$ cat config.mk
export PLATFORM = sky130hd
export DESIGN_NAME = id_inst_queue
export DESIGN_NICKNAME = d
export VERILOG_FILES = /design/src/rtl/id_inst_queue_pkg.sv /design/src/rtl/iq_predecode.sv /design/src/rtl/id_inst_queue.sv
export SDC_FILE = /design/constraint.sdc
export NUM_CORES = 1
export LEC_CHECK = 0
export BUFFER_PORTS_ARGS = -buffer_cell sky130_fd_sc_hd__buf_2
export CORE_MARGIN = 2
export CORE_UTILIZATION = 38
export DETAILED_ROUTE_END_ITERATION = 16
export PLACE_DENSITY = 0.62
export SYNTH_ARGS = -nofsm -noshare
export SYNTH_HDL_FRONTEND = slang
export SYNTH_SLANG_ARGS = --single-unit
$ cat constraint.sdc
create_clock -name clk -period 9.4 [get_ports clk]
set_input_delay 1.88 -clock clk [delete_from_list [all_inputs] [get_ports clk]]
set_output_delay 1.88 -clock clk [all_outputs]
set_load 0.02 [all_outputs]
$ cat src/rtl/id_inst_queue_pkg.sv
// Shared constants and entry layout for the IF->ID instruction queue.
package id_inst_queue_pkg;

  localparam logic [5:0] OP_SPECIAL = 6'h00;
  localparam logic [5:0] OP_REGIMM  = 6'h01;
  localparam logic [5:0] OP_J       = 6'h02;
  localparam logic [5:0] OP_JAL     = 6'h03;
  localparam logic [5:0] OP_BEQ     = 6'h04;
  localparam logic [5:0] OP_BNE     = 6'h05;
  localparam logic [5:0] OP_BLEZ    = 6'h06;
  localparam logic [5:0] OP_BGTZ    = 6'h07;

  localparam logic [5:0] FN_JR      = 6'h08;
  localparam logic [5:0] FN_JALR    = 6'h09;

  localparam logic [4:0] RT_BLTZ    = 5'h00;
  localparam logic [4:0] RT_BGEZ    = 5'h01;
  localparam logic [4:0] RT_BLTZAL  = 5'h10;
  localparam logic [4:0] RT_BGEZAL  = 5'h11;

  localparam int unsigned IQ_ENTRY_W = 65;

  typedef struct packed {
    logic [31:0] pc;
    logic [31:0] inst;
    logic        inslot;
  } iq_entry_t;

  // Pointer width including the wrap bit.
  function automatic int unsigned iq_ptr_w(input int unsigned depth);
    return unsigned'($clog2(depth) + 1);
  endfunction

endpackage

$ cat src/rtl/iq_predecode.sv
// Branch/jump predecode of one fetched instruction; drives the delay-slot bit
// of the entry that follows it.
module iq_predecode
  import id_inst_queue_pkg::*;
(
  input  logic [31:0] inst_i,
  output logic        is_branch_o
);

  logic [5:0] opcode;
  logic [5:0] funct;
  logic [4:0] rt;
  logic [4:0] rd;
  logic       unused_fields;

  assign opcode        = inst_i[31:26];
  assign rt            = inst_i[20:16];
  assign rd            = inst_i[15:11];
  assign funct         = inst_i[5:0];
  assign unused_fields = ^{inst_i[25:21], inst_i[10:6]};

  always_comb begin
    is_branch_o = 1'b0;
    case (opcode)
      OP_BEQ, OP_BNE, OP_J, OP_JAL: is_branch_o = 1'b1;
      OP_BLEZ, OP_BGTZ:             is_branch_o = (rt == 5'd0);
      OP_REGIMM: is_branch_o = (rt == RT_BLTZ) || (rt == RT_BGEZ) ||
                               (rt == RT_BLTZAL) || (rt == RT_BGEZAL);
      OP_SPECIAL: is_branch_o = ((funct == FN_JR) && (rt == 5'd0) && (rd == 5'd0)) ||
                                ((funct == FN_JALR) && (rt == 5'd0));
      default: is_branch_o = 1'b0;
    endcase
  end

endmodule

$ cat src/rtl/id_inst_queue.sv
// Instruction queue between IF and decode: multi-lane push/pop circular buffer
// that tags delay-slot entries and trims younger entries on a taken branch.
module id_inst_queue
  import id_inst_queue_pkg::*;
#(
  parameter int unsigned DEPTH  = 8,
  parameter int unsigned PUSH_W = 2,
  parameter int unsigned POP_W  = 2
) (
  input  logic                         clk,
  input  logic                         rst,
  input  logic                         flush_i,
  input  logic                         br_flush_i,
  input  logic [PUSH_W-1:0]            push_valid_i,
  input  logic [32*PUSH_W-1:0]         push_pc_i,
  input  logic [32*PUSH_W-1:0]         push_inst_i,
  output logic                         push_ready_o,
  output logic [POP_W-1:0]             pop_valid_o,
  output logic [32*POP_W-1:0]          pop_pc_o,
  output logic [32*POP_W-1:0]          pop_inst_o,
  output logic [POP_W-1:0]             pop_inslot_o,
  input  logic [$clog2(POP_W+1)-1:0]   pop_cnt_i,
  output logic [$clog2(DEPTH):0]       count_o
);

  localparam int unsigned PTR_W = iq_ptr_w(DEPTH);
  localparam int unsigned IDX_W = PTR_W - 1;

  logic [IQ_ENTRY_W-1:0] mem_q [DEPTH];

  logic [PTR_W-1:0] head_q, head_d;
  logic [PTR_W-1:0] tail_q, tail_d;
  logic [PTR_W-1:0] count_q, count_d;
  logic             last_br_q, last_br_d;
  logic             wait_slot_q, wait_slot_d;

  logic [PUSH_W-1:0] lane_br;
  logic [PUSH_W-1:0] we;
  iq_entry_t         wdata [PUSH_W];
  logic [IDX_W-1:0]  waddr [PUSH_W];
  iq_entry_t         rd_ent [POP_W];

  logic [PTR_W-1:0] push_avail;
  logic [PTR_W-1:0] push_n;
  logic [PTR_W-1:0] pop_req;
  logic [PTR_W-1:0] pop_n;
  logic             can_push;
  logic             prev_br;

  for (genvar k = 0; k < PUSH_W; k++) begin : g_pdec
    iq_predecode u_pdec (
      .inst_i      (push_inst_i[32*k +: 32]),
      .is_branch_o (lane_br[k])
    );
  end

  // Ready depends only on current occupancy, never on the same-cycle pop.
  assign can_push = (PTR_W'(DEPTH) - count_q) >= PTR_W'(PUSH_W);
  assign push_n   = can_push ? push_avail : '0;
  assign pop_req  = PTR_W'(pop_cnt_i);
  assign pop_n    = (pop_req > count_q) ? count_q : pop_req;

  // Valid lanes are contiguous from lane 0; count the leading run.
  always_comb begin
    push_avail = '0;
    for (int k = 0; k < PUSH_W; k++) begin
      if (push_valid_i[k] && (push_avail == PTR_W'(k))) begin
        push_avail = push_avail + PTR_W'(1);
      end
    end
  end

  always_comb begin
    head_d      = head_q;
    tail_d      = tail_q;
    count_d     = count_q;
    last_br_d   = last_br_q;
    wait_slot_d = wait_slot_q;
    we          = '0;
    prev_br     = last_br_q;
    for (int k = 0; k < PUSH_W; k++) begin
      wdata[k].pc     = push_pc_i[32*k +: 32];
      wdata[k].inst   = push_inst_i[32*k +: 32];
      wdata[k].inslot = prev_br;
      prev_br         = lane_br[k];
      waddr[k]        = tail_q[IDX_W-1:0] + IDX_W'(k);
    end

    if (flush_i) begin
      head_d      = tail_q;
      count_d     = '0;
      last_br_d   = 1'b0;
      wait_slot_d = 1'b0;
    end else if (br_flush_i && (pop_n != '0)) begin
      head_d      = head_q + pop_n;
      last_br_d   = 1'b0;
      wait_slot_d = 1'b0;
      if (count_q > pop_n) begin
        // Keep only the delay slot right behind the popped branch.
        tail_d  = head_q + pop_n + PTR_W'(1);
        count_d = PTR_W'(1);
      end else if (push_n != '0) begin
        we[0]           = 1'b1;
        wdata[0].inslot = 1'b1;
        tail_d          = tail_q + PTR_W'(1);
        count_d         = PTR_W'(1);
      end else begin
        count_d     = '0;
        wait_slot_d = 1'b1;
      end
    end else begin
      head_d = head_q + pop_n;
      if (wait_slot_q) begin
        count_d = count_q - pop_n;
        if (push_n != '0) begin
          we[0]           = 1'b1;
          wdata[0].inslot = 1'b1;
          tail_d          = tail_q + PTR_W'(1);
          count_d         = count_q - pop_n + PTR_W'(1);
          wait_slot_d     = 1'b0;
          last_br_d       = 1'b0;
        end
      end else begin
        for (int k = 0; k < PUSH_W; k++) begin
          we[k] = PTR_W'(k) < push_n;
          if (PTR_W'(k + 1) == push_n) begin
            last_br_d = lane_br[k];
          end
        end
        tail_d  = tail_q + push_n;
        count_d = count_q - pop_n + push_n;
      end
    end
  end

  always_ff @(posedge clk) begin
    if (rst) begin
      head_q      <= '0;
      tail_q      <= '0;
      count_q     <= '0;
      last_br_q   <= 1'b0;
      wait_slot_q <= 1'b0;
    end else begin
      head_q      <= head_d;
      tail_q      <= tail_d;
      count_q     <= count_d;
      last_br_q   <= last_br_d;
      wait_slot_q <= wait_slot_d;
    end
  end

  always_ff @(posedge clk) begin
    for (int k = 0; k < PUSH_W; k++) begin
      if (we[k]) begin
        mem_q[waddr[k]] <= wdata[k];
      end
    end
  end

  always_comb begin
    for (int k = 0; k < POP_W; k++) begin
      rd_ent[k]              = mem_q[head_q[IDX_W-1:0] + IDX_W'(k)];
      pop_pc_o[32*k +: 32]   = rd_ent[k].pc;
      pop_inst_o[32*k +: 32] = rd_ent[k].inst;
      pop_inslot_o[k]        = rd_ent[k].inslot;
      pop_valid_o[k]         = !rst && (count_q > PTR_W'(k));
    end
  end

  assign push_ready_o = can_push && !rst;
  assign count_o      = rst ? '0 : count_q;

endmodule

Word-level counts from Yosys, hierarchy flattened
Memory sizes are Yosys's and may differ from the RTL's. A register that Yosys moved wholly into a read port is not among the register bits.
Cells that the tools add are included.
{ "totals": {"mem_bits_rw": 520, "output_inout_bits": 137, "memories": 1, "ff_bits": 14, "word_cells": 130} }
{ "mem_list": {"columns": ["memory", "depth", "word_bits", "rd", "rd_ports_with_merged_regs", "write_ports", "line", "text"], "rows": [
  ["mem_q", 8, 65, 2, 1, 2, "id_inst_queue.sv:29", "logic [IQ_ENTRY_W-1:0] mem_q [DEPTH];"]
]} }
{ "op_classes": {"reduce_logical": 36, "mux": 42, "magnitude_cmp": 7, "n_eq_ne": 28, "add_sub_neg": 11} }
{ "op_table": {"columns": ["cell", "n"], "rows": [
  ["$eq A6 B3 Y1 const B", 8],
  ["$mux W4", 11],
  ["$mux W1", 26],
  ["$eq A6 B2 Y1 const B", 4],
  ["$eq A6 B4 Y1 const B", 4],
  ["$eq A5 B5 Y1 const B", 4],
  ["$logic_not A5 Y1", 4],
  ["$add A4 B1 Y4 const B", 3],
  ["$add A4 B4 Y4", 3],
  ["$eq A6 B1 Y1 const B", 2],
  ["$logic_not A6 Y1", 2],
  ["$logic_and A1 B1 Y1", 11],
  ["$eq A5 B1 Y1 const B", 2],
  ["$gt A4 B1 Y1 const B", 2],
  ["$logic_or A1 B1 Y1", 8],
  ["$lt A1 B4 Y1 const A", 2],
  ["$pmux W1 S4", 2],
  ["$reduce_bool A4 Y1", 2],
  ["$reduce_or A4 Y1", 2],
  ["$add A3 B1 Y3 const B", 2],
  ["$reduce_or A2 Y1", 3],
  ["$eq A1 B4 Y1 const A", 1],
  ["$eq A2 B4 Y1 const A", 1],
  ["$ge A4 B2 Y1 const B", 1],
  ["13 further kinds", 14]
]} }

Logic depth before layout (Yosys ltp)
Gate-level depths: netlist of the first run.
{ "logic_depth": {"ltp_word": 12, "mapped_depth": 15, "mapped_depth_nobuf": 15} }

By module
From an unflattened synthesis of the first run, not the netlist that was laid out.
{ "unflattened": {"cells_unflattened": 1790, "area_unflattened_um2": 31258.7} }
{ "by_module_without_submodules": {"columns": ["mod", "cells_per_inst", "n_inst", "area_each_um2", "seq_area_each_um2"], "rows": [
  ["id_inst_queue", 1762, 1, 31081.1, 15855.2],
  ["iq_predecode", 14, 2, 88.8, 0.0]
]} }

Worst setup path before layout of the first run
No wires, ideal clock.
{ "synth_timing": {"kind": "input-to-reg", "startpoint": "input port pop_cnt_i[1]", "endpoint": "memory mem_q[5][0] (enable)", "arrival_ns": 8.577, "cell_stages": 14, "slack_ns": 0.245, "t_required_ns": 8.822, "cell_sequence": "inv_1 > ha_1 > nor2b_4 > o211ai_4 > nand2_1 > o21ai_0 > ha_1 > inv_1 > ha_1 > or2_2 > a31o_2 > nand2_1 > nand4_1 > o21ai_0"} }
{ "synth_rtl": {"columns": ["element", "line", "text"], "rows": [
  ["from (decl)", "id_inst_queue.sv:22", "input logic [$clog2(POP_W+1)-1:0] pop_cnt_i,"],
  ["to (decl)", "id_inst_queue.sv:29", null]
]} }

Worst setup path after layout of the first run
{ "layout_timing": {"startpoint": "register head_q[0]", "endpoint": "output port pop_inst_o[41]"} }
{ "layout_via": {"elab_chain_len": 2} }
{ "layout_rtl": {"columns": ["element", "line", "text"], "rows": [
  ["from (decl)", "id_inst_queue.sv:31", "logic [PTR_W-1:0] head_q, head_d;"],
  ["from (signal assigned)", "id_inst_queue.sv:138", "head_q <= '0;"],
  ["from (signal assigned)", "id_inst_queue.sv:144", "head_q <= head_d;"],
  ["$add A3 B1 Y3", "id_inst_queue.sv:162", "rd_ent[k] = mem_q[head_q[IDX_W-1:0] + IDX_W'(k)];"],
  ["$mem_v2 Z8 W65", null, null],
  ["to (decl)", "id_inst_queue.sv:20", "output logic [32*POP_W-1:0] pop_inst_o,"]
]} }
Every way passes these cells.

==> reports/results.ini, run 1 <==
[worst_hold_path]
min-delay-start=last_br_q$_SDFFE_PP0P_
min_path_type=flip-flop to flip-flop

[clock_network]
clkSlewWorstSetupHoldPaths_ns=0.06
cts_buffers=60
clock_path_buffers=3
cts_max_level=2
root_buffer=clkbuf_16
cts_sinks=532
cts_tree=done
ctsHoldBuffers=0
postCtsSetupBuffers=0
cts_resized=0
clk_latency_ns=0.64

[sta]
fin_worst_skew_ns=0.02714
whs_ns=0.5482
finalCritPeriodShare_pct=66.12
fin_crit_ns=6.215
setup_ws_ns=3.185
slew_viol_final=0
fin_tns_setup_ns=0
grt_setup_unrepaired=false
fmax_mhz=160.9
hold_violations=0
worstMarginPinSlew_ns=1.165
setup_viol=0
relSlewSlack_pct=22.31

[layout]
drive_gt1_share_pct=62.51
fin_nets=2172
syn_to_final_growth_pct=13.78
final_core_util_pct=43.53
final_area_um2=35630
nFillCells=7225

[synthesis]
synthArstFlopShare_pct=0
yosysTopAreaCell=edfxtp_1
synth_fp_nets=1949
yosys-top-cells-count=mux2_2 (564), edfxtp_1 (520), mux4_2 (260), clkbuf_1 (54)
yosysSeqAreaShare_pct=50.64
synthCells=1794
ys_ff_latch=532
synth.distinct_cells=56
synth_area_leaders=edfxtp_1 (50%), mux2_2 (20%), mux4_2 (19%)
ys_warn_count=0
synth_top_area_share_pct=49.87
synth-edff-count=520
synth_flop_cell=edfxtp_1
avgSynthCellArea_um2=17.45
synth_area_um2=31310
synth_most_common_cell=mux2_2

[die]
rows=105
start_util_pct=38.26
die-area_um2=84710
core_area_um2=81850
io_pins=273
die_h_um=291.1
fp.dieW_um=291.1

[worst_setup_path]
cp.buffers_inverters=2
timing.rr.end=mem_q[5][49]$_DFFE_PP_
r2r_setup_slack_ns=4.21
max_stage_delay_ns=0.97
start_kind=flip-flop
required_ns=7.52
reg2reg_depth=15
worst-setup-path-type=flip-flop to output port
crit_arrival_ns=4.34
critical_path.top_delay_family=buffers and inverters
critPathCaptureType=output port
worstReg2RegStart=count_q[1]$_SDFF_PP0_
worst-path-max-fanout=56
crit_chain=ha_4 > buf_4 > mux4_2 > mux2_2 > buf_2
crit_path_start=head_q[0]$_SDFF_PP0_
slowest_stage=dfxtp_4
cp_num_cells=5
crit_end=pop_inst_o[41]

[detailed_routing]
wl_met2_mm=45.52
wl_met3_mm=5.293
remaining_drc_errors=0
routed_wl_mm=90.38
met1Wirelength_mm=37.34
drt_iter0_drc=1472
top_layer_used=met5
viasPerCell=5.964
drtAntennaViolNets=0
vias=18730
wl_per_cell_um=28.78
drt_pass1_iterations=7

[grt]
grt_max_degree=149
antenna_found_initial=18
grtUsageTotal_pct=21.12
overflow=0
grt_pass1_vias=19930
grt_pass1_wl_mm=133.9

[place]
gp_congestion=0.7647
dpl_worst_slack_ns=2.620
dpl.hpwl_mm=54.21
port_buffers=272
dpl_cell_area_um2=33680

[power_and_ir_drop]
p_per_area_nw_per_um2=284.1
ir_worst_vdd_uv=175.3
power.leakage_nw=11.82

[status]
status=finished, final reports clean

[run]
cap_violations=0

how the worst min path moves through the flow:
stage | to | slack [ns] | depth (start not counted)
after floorplan | last_br_q$_SDFFE_PP0P_ | 0.51 | 2
after global placement | last_br_q$_SDFFE_PP0P_ | 0.55 | 2
after detailed placement | last_br_q$_SDFFE_PP0P_ | 0.54 | 2
after CTS | last_br_q$_SDFFE_PP0P_ | 0.56 | 2
after global routing | last_br_q$_SDFFE_PP0P_ | 0.61 | 2
final | last_br_q$_SDFFE_PP0P_ | 0.55 | 2
logic make-up after synthesis:
group | share of synthesized area (%)
multiplexers | 42.50
adder cells (fa/ha/maj) | 0.8312
flip-flops | 50.64
XOR/XNOR | 0.3916
AND/OR/NAND/NOR | 1.710
buffers and inverters | 2.681
AO/OA/AOI/OAI | 1.247
layout by cell type, fill, tap and decap left out, types with 12 or more instances in the layout:
cell	n
edfxtp_1	520
ha_1	15
clkinv_2	18
buf_4	34
buf_2	272
clkbuf_16	60
nand2_1	20
mux2_4	40
inv_1	12
mux2_1	40
mux2_2	564
clkbuf_1	15
a21oi_1	20
mux4_2	260
nor2_1	25
power breakdown:
group | switching [mW] | internal [mW]
Clock | 0.999 | 1.34
Sequential | 0.215 | 2.94
Combinational | 2.55 | 2.07
tightest hold or removal path: stages (launching register included):
cell	delay, ns
dfxtp_1	0.32
a21oi_1	0.12
a211oi_1	0.06
layer usage:
metal / vias up / track usage, %
met5: - / 0
met4: 22 / 4.865
met1: 10030 / 28.05
met2: 599 / 36.34
met3: 156 / 3.360
li1: 7926 / -
per-stage QoR:
stage	cells	power (mW)
6_report	3141	10.12
2_1_floorplan	1794	6.407
3_3_place_gp	3025	7.826
3_5_place_dp	3025	7.873
4_1_cts	3137	10.24
5_1_grt	3138	10.58
sequential cells by signal, indices dropped and copies added, names as in the netlist:
name         count
count_q          4
head_q           3
last_br_q        1
mem_q          520
tail_q           3
wait_slot_q      1
final cells by class:
class | instances | area, um2 | share of cell area, %
sequential | 532 | 15870 | 44.54
multi-input combinational | 1103 | 14770 | 41.47
timing repair buffer | 308 | 1657 | 4.650
clock buffer | 75 | 1558 | 4.372
tap | 1070 | 1339 | 3.758
clock inverter | 37 | 379.1 | 1.064
inverter | 12 | 45.04 | 0.1264
antenna | 4 | 10.01 | 0.02810
Note: power is estimated with default switching activity, not from simulation.
==> inputs of run 2 (changes only) <==
--- a/config.mk
+++ b/config.mk
@@ -9,7 +9,7 @@
 export CORE_MARGIN = 2
 export CORE_UTILIZATION = 38
 export DETAILED_ROUTE_END_ITERATION = 16
-export PLACE_DENSITY = 0.62
+export PLACE_DENSITY = 0.6
 export SYNTH_ARGS = -nofsm -noshare
 export SYNTH_HDL_FRONTEND = slang
 export SYNTH_SLANG_ARGS = --single-unit
==> constraint.sdc (replaced) <==
create_clock -name clk -period 6.5 [get_ports clk]
set_input_delay 1.3 -clock clk [delete_from_list [all_inputs] [get_ports clk]]
set_output_delay 1.3 -clock clk [all_outputs]
set_load 0.02 [all_outputs]
==> run 2 against run 1 <==
Against the previous run: critical endpoint is now pop_inst_o[32]; setup slack got worse by 1.7 ns; clock power rose by 37%; die area did not move; combinational power rose by 46%; critical path depth did not move; largest power group unchanged; worst hold slack improved by 0.027 ns; sequential cell count did not move; sequential power rose by 45%.
==> reports/results.ini, run 2 (synthesis results as in run 1) <==
[die]
die_h_um=291.1  ; unchanged
die-area_um2=84710  ; unchanged
fp.dieW_um=291.1  ; unchanged
rows=105  ; unchanged
start_util_pct=38.26  ; unchanged
core_area_um2=81850  ; unchanged
io_pins=273  ; unchanged

[detailed_routing]
drt_iter0_drc=1622  ; was 1,472
remaining_drc_errors=0  ; unchanged
routed_wl_mm=92.31  ; was 90.38 mm
drtAntennaViolNets=0  ; unchanged
vias=18730  ; about the same
drt_pass1_iterations=5  ; was 7
wl_per_cell_um=29.29  ; was 28.78 um
viasPerCell=5.943  ; was 5.964

[sta]
relSlewSlack_pct=21.43  ; was 22.31%
fin_crit_ns=5.054
setup_ws_ns=1.446  ; was 3.185 ns
hold_violations=0  ; unchanged
worstMarginPinSlew_ns=1.177  ; was 1.165 ns
fmax_mhz=197.9
whs_ns=0.5751  ; was 0.5482 ns
slew_viol_final=0  ; unchanged
grt_setup_unrepaired=false  ; unchanged
fin_worst_skew_ns=0.01632  ; was 0.02714 ns
finalCritPeriodShare_pct=77.75
setup_viol=0  ; unchanged
fin_tns_setup_ns=0  ; unchanged

[place]
dpl_worst_slack_ns=1.005  ; was 2.620 ns
dpl.hpwl_mm=55.79  ; was 54.21 mm
gp_congestion=0.7537  ; was 0.7647
port_buffers=272  ; unchanged
dpl_cell_area_um2=33840  ; was 33,680 um2
dp_cells=3035  ; was 3,025

[clock_network]
cts_resized=0  ; unchanged
postCtsSetupBuffers=0  ; unchanged
cts_max_level=2  ; unchanged
ctsHoldBuffers=0  ; unchanged
clkSlewWorstSetupHoldPaths_ns=0.06  ; about the same
cts_buffers=59  ; was 60
root_buffer=clkbuf_16  ; unchanged
clock_path_buffers=3  ; unchanged
cts_sinks=532  ; unchanged
clk_latency_ns=0.63  ; was 0.64 ns
cts_tree=done  ; unchanged

[worst_setup_path]
cp.buffers_inverters=2  ; unchanged
worst-path-max-fanout=48  ; was 56
critical_path.top_delay_family=flip-flops  ; was buffers and inverters
critPathCaptureType=output port  ; unchanged
required_ns=5.20  ; was 7.52 ns
max_stage_delay_ns=0.92  ; was 0.97 ns
crit_chain=ha_4 > xor2_4 > buf_12 > mux2_2 > buf_2  ; was ha_4 > buf_4 > mux4_2 > mux2_2 > buf_2
crit_arrival_ns=3.75  ; was 4.34 ns
start_kind=flip-flop  ; unchanged
slowest_stage=dfxtp_4  ; unchanged
worst-setup-path-type=flip-flop to output port  ; unchanged

[grt]
met1_usage_pct=28.64  ; was 28.05%
grt_pass1_vias=19910  ; was 19.93k
use_met3_pct=3.528  ; was 3.360%
gr-usage-met2_pct=36.98  ; was 36.34%
grt_max_degree=146  ; was 149
grtUsageTotal_pct=21.56  ; was 21.12%
grt.busiest_layer=met2  ; unchanged
antenna_found_initial=19  ; was 18
grt_pass1_wl_mm=136.0  ; was 133.9 mm
overflow=0  ; unchanged

[layout]
final_core_util_pct=43.57  ; was 43.53%
largest_register_ffs=520  ; unchanged
fin_cells=3152  ; was 3,141
drive_gt1_share_pct=61.92  ; was 62.51%
syn_to_final_growth_pct=13.89  ; was 13.78%
fin_nets=2181  ; was 2,172
final_cell_mix=mux2_2 (564), edfxtp_1 (520), buf_2 (272), mux4_2 (260), clkbuf_16 (59)  ; was mux2_2 (564), edfxtp_1 (520), buf_2 (272), mux4_2 (260), clkbuf_16 (60)
final_area_um2=35660  ; was 35,630 um2
final_common_cell=mux2_2  ; unchanged

[power_and_ir_drop]
ir_worst_vdd_uv=458.2  ; was 175.3 uV
p_per_area_nw_per_um2=407.1  ; was 284.1 nW/um2
power.leakage_nw=11.83  ; was 11.82 nW
power_mw=14.52  ; was 10.12 mW

[status]
status=finished, final reports clean  ; unchanged

[run]
cap_violations=0  ; unchanged

[worst_hold_path]
min_path_type=flip-flop to flip-flop  ; unchanged

-- run 2: changes by cell type in the layout (fill, tap and decap cells not counted), sizes merged, moves of 2 or more --
| cell | before | now |
|---|---|---|
| clkinv | 28 | 26 |
| bufinv | 6 | 2 |
| clkbuf | 75 | 80 |
| inv | 13 | 15 |
| buf | 308 | 318 |
-- run 2: tightest hold or removal path: stages, from the launching register on --
cell and delay (ns):
dfxtp_1 0.34, a21oi_1 0.13, a211oi_1 0.05
-- run 2: final timing paths --
path	start	end	slack [ns]	depth (start not counted)
min	last_br_q$_SDFFE_PP0P_	last_br_q$_SDFFE_PP0P_	0.58	2
max reg2reg	count_q[1]$_SDFF_PP0_	mem_q[5][37]$_DFFE_PP_	2.00	14
max	head_q[0]$_SDFF_PP0_	pop_inst_o[32]	1.45	5
min reg2reg	last_br_q$_SDFFE_PP0P_	last_br_q$_SDFFE_PP0P_	0.58	2
-- run 2: final cells by class --
cell class | instances | area, um2
Fill cell | 7232 | 46190
Sequential cell | 532 | 15870
Multi-Input combinational cell | 1103 | 14770
Timing Repair Buffer | 318 | 1819
Clock buffer | 80 | 1585
Tap cell | 1070 | 1339
Clock inverter | 32 | 221.5
Inverter | 12 | 45.04
Antenna cell | 5 | 12.51
-- run 2: where the power goes --
part,internal [mW],switching (mW)
Clock,1.79,1.43
Combinational,3.02,3.71
Sequential,4.26,0.318
Total,9.06,5.45
-- run 2: metal layers --
layer / share of wire [%] / vias up
met2: 51 / 576
met1: 42 / 10030
met3: 5.4 / 157
met5: 0.14 / -
li1: - / 7944
met4: 2.1 / 24
